--- config.mk ---
export PLATFORM = sky130hd
export DESIGN_NAME = alu_multicycle
export DESIGN_NICKNAME = d
export VERILOG_FILES = /design/src/rtl/alu_pkg.sv /design/src/rtl/alu_mul_unit.sv /design/src/rtl/alu_multicycle.sv
export SDC_FILE = /design/constraint.sdc
export NUM_CORES = 1
export LEC_CHECK = 0
export BUFFER_PORTS_ARGS = -buffer_cell sky130_fd_sc_hd__buf_2
export CAP_MARGIN = 40
export CORE_ASPECT_RATIO = 0.7
export CORE_UTILIZATION = 60
export CTS_CLUSTER_DIAMETER = 40
export CTS_CLUSTER_SIZE = 8
export DETAILED_ROUTE_END_ITERATION = 16
export PLACE_DENSITY = 0.92
export SLEW_MARGIN = 20
export SYNTH_ARGS = -nofsm -noshare
export SYNTH_HDL_FRONTEND = slang
export SYNTH_HIERARCHICAL = 1
export SYNTH_SLANG_ARGS = --single-unit
--- constraint.sdc ---
create_clock -name clock -period 5.9 [get_ports clock]
set_input_delay 0.885 -clock clock [delete_from_list [all_inputs] [get_ports clock]]
set_output_delay 0.885 -clock clock [all_outputs]
set_load 0.02 [all_outputs]
--- src/rtl/alu_pkg.sv ---
// Shared opcode and FSM state types for the multicycle ALU.
package alu_pkg;

    localparam int unsigned ALU_OP_W = 3;

    typedef enum logic [ALU_OP_W-1:0] {
        ALU_ADD = 3'b000,
        ALU_SUB = 3'b001,
        ALU_AND = 3'b010,
        ALU_OR  = 3'b011,
        ALU_XOR = 3'b100,
        ALU_NOT = 3'b101,
        ALU_SHR = 3'b110,
        ALU_MUL = 3'b111
    } alu_op_t;

    typedef enum logic [1:0] {
        IDLE = 2'b00,
        EXEC = 2'b01,
        DONE = 2'b10
    } alu_state_t;

endpackage

--- src/rtl/alu_mul_unit.sv ---
// Shift-add multiplier: one multiplier bit per step, low WIDTH bits of the product kept.
module alu_mul_unit #(
    parameter int unsigned WIDTH = 16
) (
    input  logic             clock,
    input  logic             reset_n,
    input  logic             load,
    input  logic             step,
    input  logic [WIDTH-1:0] a,
    input  logic [WIDTH-1:0] b,
    output logic [WIDTH-1:0] product_next,
    output logic             last
);

    localparam int unsigned CW = $clog2(WIDTH);

    logic [WIDTH-1:0] acc;
    logic [WIDTH-1:0] mcand;
    logic [WIDTH-1:0] mplier;
    logic [CW-1:0]    count;

    // product_next is the accumulator after the current step; on the last
    // step it is the finished product, so the top can register it directly.
    assign product_next = acc + (mplier[0] ? mcand : '0);
    assign last         = (count == CW'(WIDTH - 1));

    always_ff @(posedge clock) begin
        if (!reset_n) begin
            acc    <= '0;
            mcand  <= '0;
            mplier <= '0;
            count  <= '0;
        end else if (load) begin
            acc    <= '0;
            mcand  <= a;
            mplier <= b;
            count  <= '0;
        end else if (step) begin
            acc    <= product_next;
            mcand  <= mcand << 1;
            mplier <= mplier >> 1;
            count  <= count + 1'b1;
        end
    end

endmodule

--- src/rtl/alu_multicycle.sv ---
// Multicycle ALU: single-cycle logic ops, optional WIDTH-cycle shift-add MUL.
// Define ALU_MUL_EN to build the multiplier; otherwise opcode 111 yields 0.
module alu_multicycle
    import alu_pkg::*;
#(
    parameter int unsigned WIDTH = 16
) (
    input  logic             clock,
    input  logic             alu_reset_n,
    input  logic             alu_start,
    input  logic [2:0]       alu_op,
    input  logic [WIDTH-1:0] alu_a,
    input  logic [WIDTH-1:0] alu_b,
    output logic [WIDTH-1:0] alu_result,
    output logic             alu_status_Z,
    output logic             alu_status_N,
    output logic             alu_status_wr,
    output logic             alu_done,
    output logic             alu_busy
);

    alu_state_t       state;
    alu_state_t       state_next;
    alu_op_t          op_in;
    logic [WIDTH-1:0] quick_result;
    logic [WIDTH-1:0] result_next;
    logic             result_load;
    logic             is_mul;

    assign op_in = alu_op_t'(alu_op);

`ifdef ALU_MUL_EN
    logic [WIDTH-1:0] mul_product;
    logic             mul_last;
    logic             mul_load;
    logic             mul_step;

    assign is_mul = (op_in == ALU_MUL);

    alu_mul_unit #(
        .WIDTH(WIDTH)
    ) u_mul (
        .clock       (clock),
        .reset_n     (alu_reset_n),
        .load        (mul_load),
        .step        (mul_step),
        .a           (alu_a),
        .b           (alu_b),
        .product_next(mul_product),
        .last        (mul_last)
    );
`else
    assign is_mul = 1'b0;
`endif

    // Single-cycle ops are evaluated straight from the inputs on the start edge.
    always_comb begin
        quick_result = '0;
        case (op_in)
            ALU_ADD: quick_result = alu_a + alu_b;
            ALU_SUB: quick_result = alu_a - alu_b;
            ALU_AND: quick_result = alu_a & alu_b;
            ALU_OR:  quick_result = alu_a | alu_b;
            ALU_XOR: quick_result = alu_a ^ alu_b;
            ALU_NOT: quick_result = ~alu_a;
            ALU_SHR: quick_result = alu_a >> 1;
            default: quick_result = '0;
        endcase
    end

    always_comb begin
        state_next  = state;
        result_load = 1'b0;
        result_next = quick_result;
`ifdef ALU_MUL_EN
        mul_load    = 1'b0;
        mul_step    = 1'b0;
`endif
        case (state)
            IDLE: begin
                if (alu_start) begin
                    if (is_mul) begin
                        state_next = EXEC;
`ifdef ALU_MUL_EN
                        mul_load   = 1'b1;
`endif
                    end else begin
                        state_next  = DONE;
                        result_load = 1'b1;
                    end
                end
            end
`ifdef ALU_MUL_EN
            EXEC: begin
                mul_step = 1'b1;
                if (mul_last) begin
                    state_next  = DONE;
                    result_load = 1'b1;
                    result_next = mul_product;
                end
            end
`endif
            DONE:    state_next = IDLE;
            default: state_next = IDLE;
        endcase
    end

    always_ff @(posedge clock) begin
        if (!alu_reset_n) begin
            state        <= IDLE;
            alu_result   <= '0;
            alu_status_Z <= 1'b0;
            alu_status_N <= 1'b0;
        end else begin
            state <= state_next;
            if (result_load) begin
                alu_result   <= result_next;
                alu_status_Z <= (result_next == '0);
                alu_status_N <= result_next[WIDTH-1];
            end
        end
    end

    assign alu_done      = (state == DONE);
    assign alu_status_wr = (state == DONE);
    assign alu_busy      = (state != IDLE);

endmodule

==> results_dict.tcl <==
set metrics [dict create \
    outcome "complete, no violations" \
    drive_gt1_share_pct 17.02 \
    vias 3378 \
    final_common_cell "buf_2" \
    start_util_pct 64.88 \
    synthSimpleGateAreaFrac_pct 19.84 \
    arrival_ns 4.27 \
    hold_depth 2 \
    postCtsSetupRepairBufs 0 \
    hold_violations 0 \
    worst_pin_slew_ns 0.7649 \
    synth_compound_area_share_pct 26.83 \
    met1_usage_pct 47.15 \
    top_usage_layer "met2" \
    gp_congestion 0.9793 \
    hold_start "alu_result[4]" \
    fp.dieArea_mm2 0.005672 \
    async_flop_share_pct 0 \
    drt-total-wl_mm 8.623 \
    coreArea_mm2 0.004966 \
    synthDistinctLibCells 69 \
    worstReg2RegEnd "alu_status_Z" \
    place_area_mm2 0.003428 \
    final_area_mm2 0.003497 \
    clock_latency_ns 0.25 \
    yosys_warnings 6 \
    use_met3_pct 5.767 \
    track_usage_pct 31.96 \
    crit_path_max_fanout 27 \
    cts_root_buf "clkbuf_8" \
    io_buffers 58 \
    htreeDepth 1 \
    rows 21 \
    syn_inst 431 \
    cts_tree "done" \
    synth_edf_count 0 \
    r2r_cells 6 \
    ant_nets 0 \
    grt_start_max_net_pins 55 \
    antenna_found_initial 0 \
    hold_end "alu_result[4]" \
    synth_top_area_share_pct 18.64 \
    cts_buffers 3 \
    r2r_slack_ns 3.69 \
    p_leak_nw 1.689 \
    p_per_area_mw_per_mm2 155.4 \
    synth_area_leaders "ha_1 (19%), dfxtp_1 (11%), a21oi_1 (5.3%)" \
    synth_top_family_by_area "compound AO/OA/AOI/OAI gates" \
    hpwl_mm 6.922 \
    setup-violations-final 0 \
    synth.avg_cell_area_um2 7.475 \
    yosys.area.top_type "ha_1" \
    synth_top_flop_cell "dfxtp_1" \
    use_met2_pct 48.01 \
    crit_top_cell "a31oi_1" \
    min_period_ns 4.120 \
    cp_data_required_time_ns 6.05 \
    ir_drop_mv 0.07171 \
    slew_headroom_pct 48.90 \
    cts.repair.resized 0 \
    clk_pin_slew_ns 0.06 \
    final_nets 559 \
    routedWlPerCell_um 16.00 \
    drv_cap 0 \
    drc 0 \
    grt_setup_unrepaired "no" \
    synth_nets 518 \
    grt_first_pass_wirelength_mm 14.21 \
    startpoint_type "input port" \
    first_pass_iters 6 \
    slowest_stage "a2111oi_2" \
    cts_buffer_depth 2 \
    fin_skew_ns 0.002151 \
    min_period_over_period_pct 69.83 \
    reg2reg_from "state[1]" \
    pin_count 59 \
    syn_area_mm2 0.003222 \
    synthToLayoutAreaGrowth_pct 8.544 \
    synth_xor_area_share_pct 5.670 \
    ys_seq_elements 18 \
    fillers 439 \
    max_stage_delay_ns 0.43 \
    hold_slack_ns 0.4583 \
    criticalPathCategory "input port to flop" \
    diodes 0 \
    grt_pass1_vias 2978 \
    endpoint_kind "flop" \
    drtIter0Drc 372 \
    yosysSeqAreaShare_pct 11.18 \
    clock-sinks 18 \
    fmax_mhz 242.7 \
    ctsHoldBuffers 0 \
    avgViaCountPerCell 6.267 \
    path_cells "buf_2, nor2_1, and2_1, a31oi_1, xnor2_1, ha_1, a21o_1, a31oi_1, nand4_1, a2111oi_2, o2111ai_1, nand3_1, a211oi_1, a31o_1" \
    die_h_um 63.31 \
    mostFrequentLayoutCells "buf_2 (58), ha_1 (48), inv_1 (44), nor2_1 (38), nand2_1 (35)" \
    final_max_slew_viol_count 0 \
    final.setup.tns_ns 0 \
    synth.area.mux_share_pct 6.330 \
    hold_class "flop to flop" \
    fp.dieW_um 89.59 \
    synthAdderAreaFrac_pct 19.26 \
    overflow 0 \
    total_power_mw 0.5433 \
]
==> worst max-delay path by stage <==
stage               from            to  slack [ns]  cells past startpoint
3_5_place_dp   alu_op[0]  alu_status_Z        1.37                     13
5_1_grt        alu_op[1]  alu_status_Z        1.39                     14
3_3_place_gp   alu_op[0]  alu_status_Z        1.49                     13
6_report       alu_op[2]  alu_status_Z        1.78                     14
2_1_floorplan  alu_op[0]  alu_status_Z        1.84                     16
4_1_cts        alu_op[0]  alu_status_Z        1.62                     13
==> synthesized netlist by cell type, types with 5 or more instances <==
| cell | instances |
|---|---|
| a211oi_1 | 5 |
| clkbuf_1 | 9 |
| nor2b_1 | 6 |
| nand2b_1 | 7 |
| nand3_1 | 8 |
| inv_1 | 44 |
| xnor2_1 | 17 |
| mux2i_1 | 8 |
| nand2_1 | 35 |
| o21ai_0 | 21 |
| a31oi_1 | 9 |
| nor3_1 | 13 |
| ha_1 | 48 |
| nor2_1 | 38 |
| a21o_1 | 7 |
| a21oi_1 | 34 |
| dfxtp_1 | 18 |
| o211ai_1 | 9 |
==> per-layer routing <==
layer,wire length (µm),vias to the layer above
li1,-,1624
met1,3816,1525
met2,3580,212
met3,1130,17
met4,95,0
met5,0,-
==> kinds of logic after synthesis <==
family	Yosys count
AO/OA/AOI/OAI	128
XOR/XNOR	20
adder cells (fa/ha/maj)	49
buffers and inverters	69
flip-flops	18
multiplexers	17
AND/OR/NAND/NOR	130
==> metrics by stage <==
stage                     utilization (%)  worst slack (ns)  instances
after CTS                           69.87             1.624        538
final                               70.42             1.780        539
after floorplan                         -             1.840        431
after global routing                70.42             1.386        539
after global placement              69.04             1.491        535
after detailed placement            69.04             1.370        535
==> power by group <==
group / internal [mW] / switching, mW
combinational: 0.128 / 0.197
sequential: 0.132 / 0.00472
clock: 0.0453 / 0.0368
total: 0.305 / 0.238
==> sequential cells by signal, indices dropped and copies added, names as in the netlist <==
name,cells
alu_result,16
state,1
alu_status_Z,1
==> final cells by class <==
cell class	count	area (µm²)	share of cell area, %
clock buffer	3	41.29	1.181
inverter	44	165.2	4.723
multi-input combinational	344	2511	71.81
sequential	18	360.3	10.30
tap	69	86.33	2.469
timing repair buffer	61	332.8	9.517
==> critical path, delay by kind of cell <==
kind / cells / cell delay [ns]
AOI/OAI and AO/OA: 7 / 1.66
xor gates and xnor gates: 1 / 0.15
adders and majority gates: 1 / 0.33
buffers and inverters: 1 / 0.41
and+or+nand+nor: 4 / 0.80
(Power assumes the default switching activity.)
